**config.mk**
```make
export PLATFORM = sky130hd
export DESIGN_NAME = i2c_lcd_byte_sender
export DESIGN_NICKNAME = d
export VERILOG_FILES = /design/src/rtl/i2c_lcd_byte_sender.sv
export SDC_FILE = /design/constraint.sdc
export NUM_CORES = 1
export LEC_CHECK = 0
export ABC_CLOCK_PERIOD_IN_PS = 2500
export CAP_MARGIN = 30
export CORE_MARGIN = 3
export CORE_UTILIZATION = 53
export DETAILED_ROUTE_END_ITERATION = 12
export MAX_ROUTING_LAYER = met4
export PLACE_DENSITY = 0.84
export SLEW_MARGIN = 20
export SYNTH_ARGS = -nofsm -noshare
export SYNTH_HDL_FRONTEND = slang
export SYNTH_SLANG_ARGS = --single-unit
```
**constraint.sdc**
```tcl
create_clock -name clk_1MHz -period 2.5 [get_ports clk_1MHz]
set_input_delay 0.625 -clock clk_1MHz [delete_from_list [all_inputs] [get_ports clk_1MHz]]
set_output_delay 0.625 -clock clk_1MHz [all_outputs]
set_load 0.02 [all_outputs]
```
**src/rtl/i2c_lcd_byte_sender.sv**
```systemverilog
// i2c_lcd_byte_sender
// Sends one LCD byte (command or character) to an HD44780 behind a PCF8574
// I2C backpack. The byte is split into four port writes that toggle EN around
// each nibble (4-bit LCD mode), each handed to an external I2C byte master.
//
// Ports:
//   clk_1MHz     in   single clock, rising edge
//   rst          in   synchronous active-high reset
//   ena_write    in   one-cycle request (accepted only when idle)
//   data[7:0]    in   byte to send
//   cmd_data     in   0 = command (RS=0), 1 = character (RS=1)
//   backlight    in   backlight bit for all four port writes
//   done_write   out  one-cycle pulse: transfer finished or aborted
//   busy         out  high from acceptance through the done_write cycle
//   err          out  one-cycle pulse with done_write on NACK abort
//   i2c_start    out  one-cycle request to the I2C byte master
//   i2c_addr     out  7-bit slave address (SLAVE_ADDR)
//   i2c_data     out  PCF8574 port byte, held from i2c_start to i2c_done
//   i2c_done     in   master finished the current byte
//   i2c_ack_err  in   valid with i2c_done; 1 = slave NACK
module i2c_lcd_byte_sender #(
    parameter logic [6:0]  SLAVE_ADDR = 7'h27,
    parameter int unsigned GAP_CYCLES = 50
) (
    input  logic       clk_1MHz,
    input  logic       rst,
    input  logic       ena_write,
    input  logic [7:0] data,
    input  logic       cmd_data,
    input  logic       backlight,
    output logic       done_write,
    output logic       busy,
    output logic       err,
    output logic       i2c_start,
    output logic [6:0] i2c_addr,
    output logic [7:0] i2c_data,
    input  logic       i2c_done,
    input  logic       i2c_ack_err
);

    localparam logic [2:0] S_IDLE = 3'd0;
    localparam logic [2:0] S_SEND = 3'd1;
    localparam logic [2:0] S_WAIT = 3'd2;
    localparam logic [2:0] S_GAP  = 3'd3;
    localparam logic [2:0] S_FIN  = 3'd4;

    localparam int unsigned   GW       = (GAP_CYCLES > 0) ? $clog2(GAP_CYCLES + 1) : 1;
    localparam logic [GW-1:0] GAP_LAST = GW'(GAP_CYCLES);

    logic [2:0]    state;
    logic [1:0]    step;
    logic [GW-1:0] gap_cnt;
    logic          err_flag;
    logic [7:0]    data_q;
    logic          rs_q;
    logic          bl_q;

    // PCF8574 wiring: bit0=RS, bit1=RW(0), bit2=EN, bit3=BL, bits7:4=nibble.
    // Steps 0/1 carry the high nibble, 2/3 the low; EN is high on even steps.
    function automatic logic [7:0] port_byte(input logic [1:0] stp,
                                             input logic [7:0] d,
                                             input logic       rs,
                                             input logic       bl);
        logic [3:0] nib;
        nib = stp[1] ? d[3:0] : d[7:4];
        return {nib, bl, ~stp[0], 1'b0, rs};
    endfunction

    always_ff @(posedge clk_1MHz) begin
        if (rst) begin
            state    <= S_IDLE;
            step     <= '0;
            gap_cnt  <= '0;
            err_flag <= 1'b0;
            i2c_data <= '0;
            data_q   <= '0;
            rs_q     <= 1'b0;
            bl_q     <= 1'b0;
        end else begin
            case (state)
                S_IDLE: begin
                    if (ena_write) begin
                        data_q   <= data;
                        rs_q     <= cmd_data;
                        bl_q     <= backlight;
                        step     <= '0;
                        i2c_data <= port_byte(2'd0, data, cmd_data, backlight);
                        state    <= S_SEND;
                    end
                end
                S_SEND: begin
                    state <= S_WAIT;
                end
                S_WAIT: begin
                    if (i2c_done) begin
                        if (i2c_ack_err) begin
                            err_flag <= 1'b1;
                            state    <= S_FIN;
                        end else begin
                            gap_cnt <= '0;
                            state   <= S_GAP;
                        end
                    end
                end
                S_GAP: begin
                    // Counter runs 0..GAP_CYCLES, so GAP spans GAP_CYCLES+1
                    // cycles (one cycle when GAP_CYCLES is 0).
                    if (gap_cnt == GAP_LAST) begin
                        if (step == 2'd3) begin
                            state <= S_FIN;
                        end else begin
                            step     <= step + 2'd1;
                            i2c_data <= port_byte(step + 2'd1, data_q, rs_q, bl_q);
                            state    <= S_SEND;
                        end
                    end else begin
                        gap_cnt <= gap_cnt + 1'b1;
                    end
                end
                S_FIN: begin
                    err_flag <= 1'b0;
                    state    <= S_IDLE;
                end
                default: begin
                    state <= S_IDLE;
                end
            endcase
        end
    end

    // Pulses decode straight from the registered state, so they are glitch
    // free and need no extra clear logic.
    assign i2c_start  = (state == S_SEND);
    assign busy       = (state != S_IDLE);
    assign done_write = (state == S_FIN);
    assign err        = (state == S_FIN) && err_flag;
    assign i2c_addr   = SLAVE_ADDR;

endmodule

```
==> results of run 1 <==
state kept, by name, indices dropped and copies added (netlist names):
register  flops
bl_q          1
data_q        8
err_flag      1
gap_cnt       6
i2c_data      7
rs_q          1
state         3
step          2
cell usage after synthesis (2+ instances only):
cell type,n,area [um2]
nor2_1,12,45.0
o31ai_1,3,22.5
a21oi_1,13,65.1
nand2_1,25,93.8
or3_1,4,25.0
nor2b_1,2,12.5
nand2b_1,3,18.8
ha_1,3,37.5
mux2i_1,7,70.1
dfxtp_1,29,581
inv_1,4,15.0
nor3_1,5,25.0
nand3_1,4,20.0
conb_1,2,7.51
mux2_2,8,90.1
clkbuf_1,5,18.8
buf_4,8,60.1
buf_2,3,15.0
o21ai_0,6,30.0
a211oi_2,2,25.0
layer usage:
metal,global-route usage (%),routed length [um]
met5,-,0
met2,34.7,1660
met3,4.79,150
met1,25.4,1440
met4,13.6,98
cells by family (layout without fill, tap and decap cells):
group | Yosys count | count (layout) | share of synthesized area (%)
other | 2 | 8 | 0.504
DFF | 29 | 29 | 39.0
and+or+nand+nor | 66 | 66 | 22.3
AOI/OAI and AO/OA | 36 | 36 | 16.9
buffers and inverters | 21 | 43 | 8.07
muxes | 15 | 15 | 10.8
adders and majority gates | 3 | 3 | 2.52
worst paths after layout:
check | start | to | cells after the start
setup / recovery | state[1]$_SDFFE_PP0P_ | err | 3
hold reg to reg | data_q[7]$_SDFFE_PP0P_ | data_q[7]$_SDFFE_PP0P_ | 2
hold / removal | data_q[7]$_SDFFE_PP0P_ | data_q[7]$_SDFFE_PP0P_ | 2
setup reg to reg | gap_cnt[4]$_SDFFE_PP0P_ | i2c_data[5]$_SDFFE_PP0P_ | 5
layout make-up:
class | instances | area [um2]
clock buffers | 6 | 41.3
inverters | 4 | 15.0
multi-input cells | 128 | 822
fillers | 206 | 759
clock inverters | 2 | 10.0
repair buffers | 31 | 300
flip-flops and latches | 29 | 582
well taps | 30 | 37.5
power by group:
part | internal [mW] | leakage (nW) | switching, mW
Clock | 0.107 | 0.0320 | 0.173
Sequential | 0.487 | 0.237 | 0.0160
Combinational | 0.0904 | 0.471 | 0.103
worst register-to-register path, cell delays in order (launching register included):
cell and delay [ns]:
dfxtp_1 0.39, or3b_4 0.42, o41ai_2 0.70, buf_4 0.27
mux2i_1 0.19, nor2_1 0.05
repair_timing:
item,CTS,global route
hold buffers,0,0
cloned,0,0
buffers inserted,0,0
resized for setup,1,4
endpoints found under the setup margin,1,2
==> run metrics, run 1 <==
unrepaired setup endpoints after global routing false; CTS Buffer Depth 2; Starting Density 58.0%; Slew @ Worst Pin 0.762 ns; core area 0.00257 mm2; Nets 217; async set-reset flop share out of synthesis 0%; port bufs 25; dpl ws 0.101 ns; GRT Util Overall 22.0%; commonest cells after routing, fill and taps aside 28 x dfxtp_1, 25 x nand2_1, 23 x clkdlybuf4s50_1; max-cap viol count 0; hold slack 0.459 ns; CP Max Fanout 10; clock sink count 29; Die Area 0.00348 mm2; DP Area 0.00174 mm2; Final Critical Period 2.39 ns; Seq cells post-synth 29; Final WS setup 0.110 ns; die height 59 um; clk_lat worst skew 0.34 ns; crit path buf inv count 1; max frequency 418 MHz; Worst Clk Skew 0.00789 ns; HP Class flip-flop to flip-flop; Pleak 0.741 nW; Post-Place Cells 222; Overflow after GRT 0; most common cell after layout, fill and taps aside dfxtp_1; Ys Warns 0; Hold Vio Cnt, Final 0; run status finished, final reports clean; Syn Area/Cell 8.66 um2; area grow syn2layout 21.4%; CP endpoint kind output port; CP Cell Sequence nor3b_4, and2_1, clkdlybuf4s50_1; Post-route DRC 0; Post-Syn Area 0.00149 mm2; Crit path largest cell delay 0.60 ns; Num CTS Buffers 5; CP Data Arrival Time 1.77 ns; Placer Congestion 0.752; count of cell types in the netlist 44; cell family with most CP delay buffers and inverters; WS Path Type flip-flop to output port; relative slew slack 48.6%; register area share after synthesis 39.0%; Slowest-stage cell, CP clkdlybuf4s50_1; Synth Flop Type dfxtp_1; pwr dens 540 mW/mm2; global-route wire length before repair 5.55 mm; final count of pins violating max slew 0; final instance area 0.00181 mm2; Final HPWL DP 2.42 mm; TritonCTS clock tree built; wire per inst 14.6 um; total power 0.976 mW; TNS Setup 0 ns; via/cell ratio 5.67; EDFF count, synth 0; Die W 59 um; CTS root buffer clkbuf_4; Final Non-Filler Cells 230; Post-Route WL 3.35 mm; Post-Syn Instances 172; Worst R2R Setup Slack 0.37 ns; layout cells sized above 1 16.0%; Final Core Density 70.4%; Reg clk slew, reported paths 0.09 ns; FP Rows 18; endpoints failing setup 0; Final ANT Viol Nets 0; CP startpoint kind flip-flop; initial antenna violation count 0; First-pass DRT Iterations 4; htree depth 2; DR vias 1304; vias in the first global route 1282; Final Cycle Share 95.6%; Req. time, crit path 1.88 ns; Ports 34; largest net degree at the start of global routing 17; 1st-iter DRT viols 71; Inserted Diodes 0; maximum vdd drop 0.460 mV
(Power assumes the default switching activity.)
==> run 2, diff against run 1 <==
--- a/config.mk
+++ b/config.mk
@@ -6,7 +6,7 @@
 export NUM_CORES = 1
 export LEC_CHECK = 0
 export ABC_CLOCK_PERIOD_IN_PS = 2500
-export CAP_MARGIN = 30
+export CAP_MARGIN = 20
 export CORE_MARGIN = 3
 export CORE_UTILIZATION = 53
 export DETAILED_ROUTE_END_ITERATION = 12
==> run 2 against run 1 <==
Combinational power barely moved. Design area is essentially flat. Critical endpoint unchanged. Sequential share of layout area about the same. Non-clock buffer count shrank 1. Critical path type unchanged.
==> run metrics, run 2 (same netlist as run 1, synthesis figures left out) <==
reg2reg end step[1]$_SDFFE_PP0P_; hold path cells 2; maximum vdd drop 0.414 mV; port bufs 25; Starting Density 58.0%; wire per inst 14.5 um; First-pass DRT Iterations 5; r2r startpoint gap_cnt[4]$_SDFFE_PP0P_; htree depth 2; Slew @ Worst Pin 0.757 ns; Slowest-stage cell, CP clkdlybuf4s50_1; core area 0.00257 mm2; CP Cell Sequence nor3b_4, and2_1, clkdlybuf4s50_1; Post-Route WL 3.33 mm; clk_lat worst skew 0.32 ns; CTS root buffer clkbuf_4; Die Area 0.00348 mm2; WS Path Type flip-flop to output port; CTS Buffer Depth 2; Req. time, crit path 1.88 ns; Final HPWL DP 2.41 mm; HP Class flip-flop to flip-flop; CP startpoint kind flip-flop; initial antenna violation count 0; Ports 34; max-cap viol count 0; DR vias 1314; Top reg by flops data_q; Num CTS Buffers 5; Crit path largest cell delay 0.60 ns; Overflow after GRT 0; Setup Fix Bufs, Post-CTS 0; crit path buf inv count 1; Comb power frac 20.1%; Reg clk slew, reported paths 0.08 ns; Pint 0.689 mW; most common cell after layout, fill and taps aside dfxtp_1; HP Start rs_q$_SDFFE_PP0P_; pwr dens 532 mW/mm2; Switching Fraction 28.5%; Worst Clk Skew 0.0129 ns; relative slew slack 49.4%; Flop pwr share 52.2%; final instance area 0.00181 mm2; cell family with most CP delay buffers and inverters; layout cells sized above 1 14.6%; FP Rows 18; Placer Congestion 0.752; GRT Util Overall 21.4%; Post-CTS Resized 1; Die W 59 um; area grow syn2layout 21.5%; Final Cycle Share 94.7%; DP Area 0.00173 mm2; Register-to-Register Path Depth 4; Worst R2R Setup Slack 0.52 ns; largest registers data_q (8), i2c_data (7), gap_cnt (6); CTS Hold Bufs 0; Nets 216; crit path from state[1]$_SDFFE_PP0P_; run status finished, final reports clean; Pleak 0.749 nW; TNS Setup 0 ns; global-route wire length before repair 5.42 mm; Largest register FFs 8; Final Non-Filler Cells 229; clock power share 27.7%; via/cell ratio 5.74; Post-Place Cells 221; CP endpoint kind output port; Switch Pwr 0.274 mW; endpoints failing setup 0; Hold EP rs_q$_SDFFE_PP0P_; commonest cells after routing, fill and taps aside 28 x dfxtp_1, 25 x nand2_1, 23 x clkdlybuf4s50_1; 1st-iter DRT viols 56; Hold Vio Cnt, Final 0; final count of pins violating max slew 0; max frequency 422 MHz; Final ANT Viol Nets 0; TritonCTS clock tree built; CP Max Fanout 10; vias in the first global route 1237; Final Critical Period 2.37 ns; unrepaired setup endpoints after global routing false; largest net degree at the start of global routing 17; die height 59 um; CP Data Arrival Time 1.74 ns; Worst path depth 3; clock sink count 29; Post-route DRC 0; Inserted Diodes 0
-- run 2: cell count changes in the layout (fill, tap and decap cells not counted) --
cell	change
clkbuf_1	+2
clkinv_2	-2
buf_4	-1
o41ai_2	-1
o41ai_4	+1
-- run 2: worst max-delay path by stage --
stage / to / slack, ns
3_3_place_gp: step[1]$_SDFFE_PP0P_ / 0.17
5_1_grt: err / 0.03
3_5_place_dp: step[1]$_SDFFE_PP0P_ / 0.15
2_1_floorplan: err / 0.30
4_1_cts: busy / 0.04
6_report: err / 0.13
-- run 2: final cells by class --
class / instances / area [um2]
multi-input combinational: 128 / 833
fill: 210 / 758
inverter: 4 / 15.0
sequential: 29 / 582
tap: 30 / 37.5
timing repair buffer: 30 / 293
clock buffer: 8 / 48.8
-- run 2: worst reg2reg max path: stages (launching register included) --
cell and delay [ns]:
dfxtp_1 0.39, or3b_4 0.43, o41ai_4 0.70, and4bb_2 0.34
a41o_1 0.08
-- run 2: power by group through the flow --
| stage | Combinational (mW) | Clock [mW] | Sequential [mW] |
|---|---|---|---|
| after floorplan | 0.121 | 0 | 0.519 |
| after global placement | 0.186 | 0 | 0.511 |
| after detailed placement | 0.192 | 0 | 0.513 |
| after CTS | 0.193 | 0.277 | 0.503 |
| after global routing | 0.211 | 0.301 | 0.506 |
| final | 0.193 | 0.266 | 0.503 |
-- run 2: per-layer routing --
layer / vias to the layer above / track usage (%) / part of all wire [%]
met5: - / - / 0
met3: 2 / 6.97 / 5.2
met2: 39 / 34.4 / 52
met4: 0 / 8.09 / 0.72
li1: 643 / - / -
met1: 630 / 24.9 / 42
-- run 2: metrics by stage --
step	setup WS, ns	hold WS [ns]	total power [mW]	util [%]
after detailed placement	0.154	0.446	0.704	67.4
after CTS	0.0420	0.458	0.973	69.5
after global placement	0.172	0.439	0.697	67.4
after global routing	0.0349	0.483	1.02	70.5
after floorplan	0.295	0.433	0.640	-
final	0.132	0.458	0.963	70.5
==> run 3, diff against run 2 <==
--- a/config.mk
+++ b/config.mk
@@ -5,14 +5,13 @@
 export SDC_FILE = /design/constraint.sdc
 export NUM_CORES = 1
 export LEC_CHECK = 0
-export ABC_CLOCK_PERIOD_IN_PS = 2500
+export ABC_CLOCK_PERIOD_IN_PS = 2980
 export CAP_MARGIN = 20
 export CORE_MARGIN = 3
 export CORE_UTILIZATION = 53
 export DETAILED_ROUTE_END_ITERATION = 12
 export MAX_ROUTING_LAYER = met4
 export PLACE_DENSITY = 0.84
-export SLEW_MARGIN = 20
 export SYNTH_ARGS = -nofsm -noshare
 export SYNTH_HDL_FRONTEND = slang
 export SYNTH_SLANG_ARGS = --single-unit
==> constraint.sdc (replaced) <==
create_clock -name clk_1MHz -period 2.98 [get_ports clk_1MHz]
set_input_delay 0.745 -clock clk_1MHz [delete_from_list [all_inputs] [get_ports clk_1MHz]]
set_output_delay 0.745 -clock clk_1MHz [all_outputs]
set_load 0.02 [all_outputs]
==> run 3 against run 2 <==
Clock skew is 0.0042 ns lower. Non-clock buffer count is 1 lower. Final cell count fell by 0.44%. Register-to-register slack better by 0.32 ns. First-iteration DRC count is 25% higher. Sequential power fell by 16%. Power down 4.4%. Clock power is 27% higher. Critical path depth is the same. Sequential share of layout area decreased by 0.069 points. Critical path type unchanged. Critical endpoint unchanged. Highest routed layer unchanged.
==> run metrics, run 3 (same netlist as run 1, synthesis figures left out) <==
1st-iter DRT viols 70; Post-Place Cells 219; Num CTS Buffers 5; relative slew slack 47.9%; run status finished, final reports clean; FP Rows 18; TNS Setup 0 ns; crit path from state[0]$_SDFFE_PP0P_; Placer Congestion 0.768; Final HPWL DP 2.39 mm; Final Cycle Share 91.4%; via/cell ratio 5.72; CTS root buffer clkbuf_4; Worst R2R Setup Slack 0.84 ns; max-cap viol count 0; commonest cells after routing, fill and taps aside 29 x dfxtp_1, 25 x nand2_1, 25 x clkdlybuf4s50_1; Req. time, crit path 2.24 ns; Slew @ Worst Pin 0.772 ns; Setup Fix Bufs, Post-CTS 0; global-route wire length before repair 5.45 mm; initial antenna violation count 0; Crit path largest cell delay 0.60 ns; hold path cells 2; final count of pins violating max slew 0; CP startpoint kind flip-flop; port bufs 25; Final ANT Viol Nets 0; wire per inst 14.5 um; unrepaired setup endpoints after global routing false; DR vias 1304; endpoints failing setup 0; TritonCTS clock tree built; WS Path Type flip-flop to output port; Reg clk slew, reported paths 0.09 ns; core area 0.00257 mm2; Ports 34; First-pass DRT Iterations 5; Final WS setup 0.257 ns; Die W 59 um; htree depth 2; vias in the first global route 1274; die height 59 um; Slowest-stage cell, CP clkdlybuf4s50_1; cell family with most CP delay buffers and inverters; Final Core Density 70.5%; CTS Hold Bufs 0; r2r startpoint gap_cnt[4]$_SDFFE_PP0P_; layout cells sized above 1 14.1%; largest net degree at the start of global routing 19; CP Cell Sequence nor3b_1, and2_1, clkdlybuf4s50_1; Worst Clk Skew 0.00867 ns; CTS Buffer Depth 2; Post-Route WL 3.30 mm; Nets 215; CP Max Fanout 18; Overflow after GRT 0; hold slack 0.463 ns; dpl ws 0.484 ns; GRT Util Overall 21.6%; Inserted Diodes 0; pwr dens 509 mW/mm2; CP endpoint kind output port; crit path buf inv count 1; Register-to-Register Path Depth 5; maximum vdd drop 0.658 mV; area grow syn2layout 21.5%; fill cell count 225; Die Area 0.00348 mm2; most common cell after layout, fill and taps aside dfxtp_1; Final Critical Period 2.72 ns; Starting Density 58.0%; Top reg by flops data_q; HP Class flip-flop to flip-flop; Largest register FFs 8; Post-route DRC 0; reg2reg end i2c_data[6]$_SDFFE_PP0P_; Hold Vio Cnt, Final 0; Final Non-Filler Cells 228; clk_lat worst skew 0.33 ns; HP Start data_q[1]$_SDFFE_PP0P_; Critical Path End err; largest registers data_q (8), i2c_data (7), gap_cnt (6); clock sink count 29; Worst path depth 3; Pleak 0.713 nW; CP Data Arrival Time 1.98 ns; Post-CTS Resized 0; max frequency 367 MHz
## run 3: layer usage
metal	part of all wire, %	vias to the layer above	wire (um)	GRT usage [%]
li1	-	645	-	-
met1	44	610	1450	24.4
met2	49	39	1620	33.1
met3	5.2	10	173	8.06
met4	1.9	0	64	11.3
met5	0	-	0	-
## run 3: report_power, final
part | internal [mW] | switching (mW)
combinational | 0.0740 | 0.0825
sequential | 0.408 | 0.0171
clock | 0.200 | 0.138
## run 3: per-stage QoR
| stage | power [mW] | area (um2) |
|---|---|---|
| detailed placement | 0.588 | 1720 |
| finish | 0.920 | 1810 |
| floorplan | 0.537 | 1510 |
| CTS | 0.923 | 1800 |
| global placement | 0.582 | 1720 |
| global route | 0.963 | 1810 |
## run 3: how the worst min path moves through the flow
| stage | slack (ns) | endpoint |
|---|---|---|
| floorplan | 0.43 | data_q[0]$_SDFFE_PP0P_ |
| global placement | 0.44 | data_q[6]$_SDFFE_PP0P_ |
| detailed placement | 0.45 | data_q[7]$_SDFFE_PP0P_ |
| CTS | 0.46 | data_q[1]$_SDFFE_PP0P_ |
| global route | 0.49 | data_q[3]$_SDFFE_PP0P_ |
| finish | 0.46 | data_q[1]$_SDFFE_PP0P_ |
## run 3: cell type report
| type | instances | area (um2) | share of cell area (%) |
|---|---|---|---|
| inverters | 4 | 15.0 | 0.830 |
| multi-input cells | 128 | 811 | 44.8 |
| flip-flops and latches | 29 | 581 | 32.1 |
| repair buffers | 29 | 280 | 15.5 |
| clock inverters | 1 | 30.0 | 1.66 |
| well taps | 30 | 37.5 | 2.07 |
| clock buffers | 7 | 55.1 | 3.04 |
## run 3: tightest hold or removal path, stage by stage (launching register included)
cell and delay (ns):
dfxtp_1 0.32, nand2_1 0.05, a21oi_1 0.06
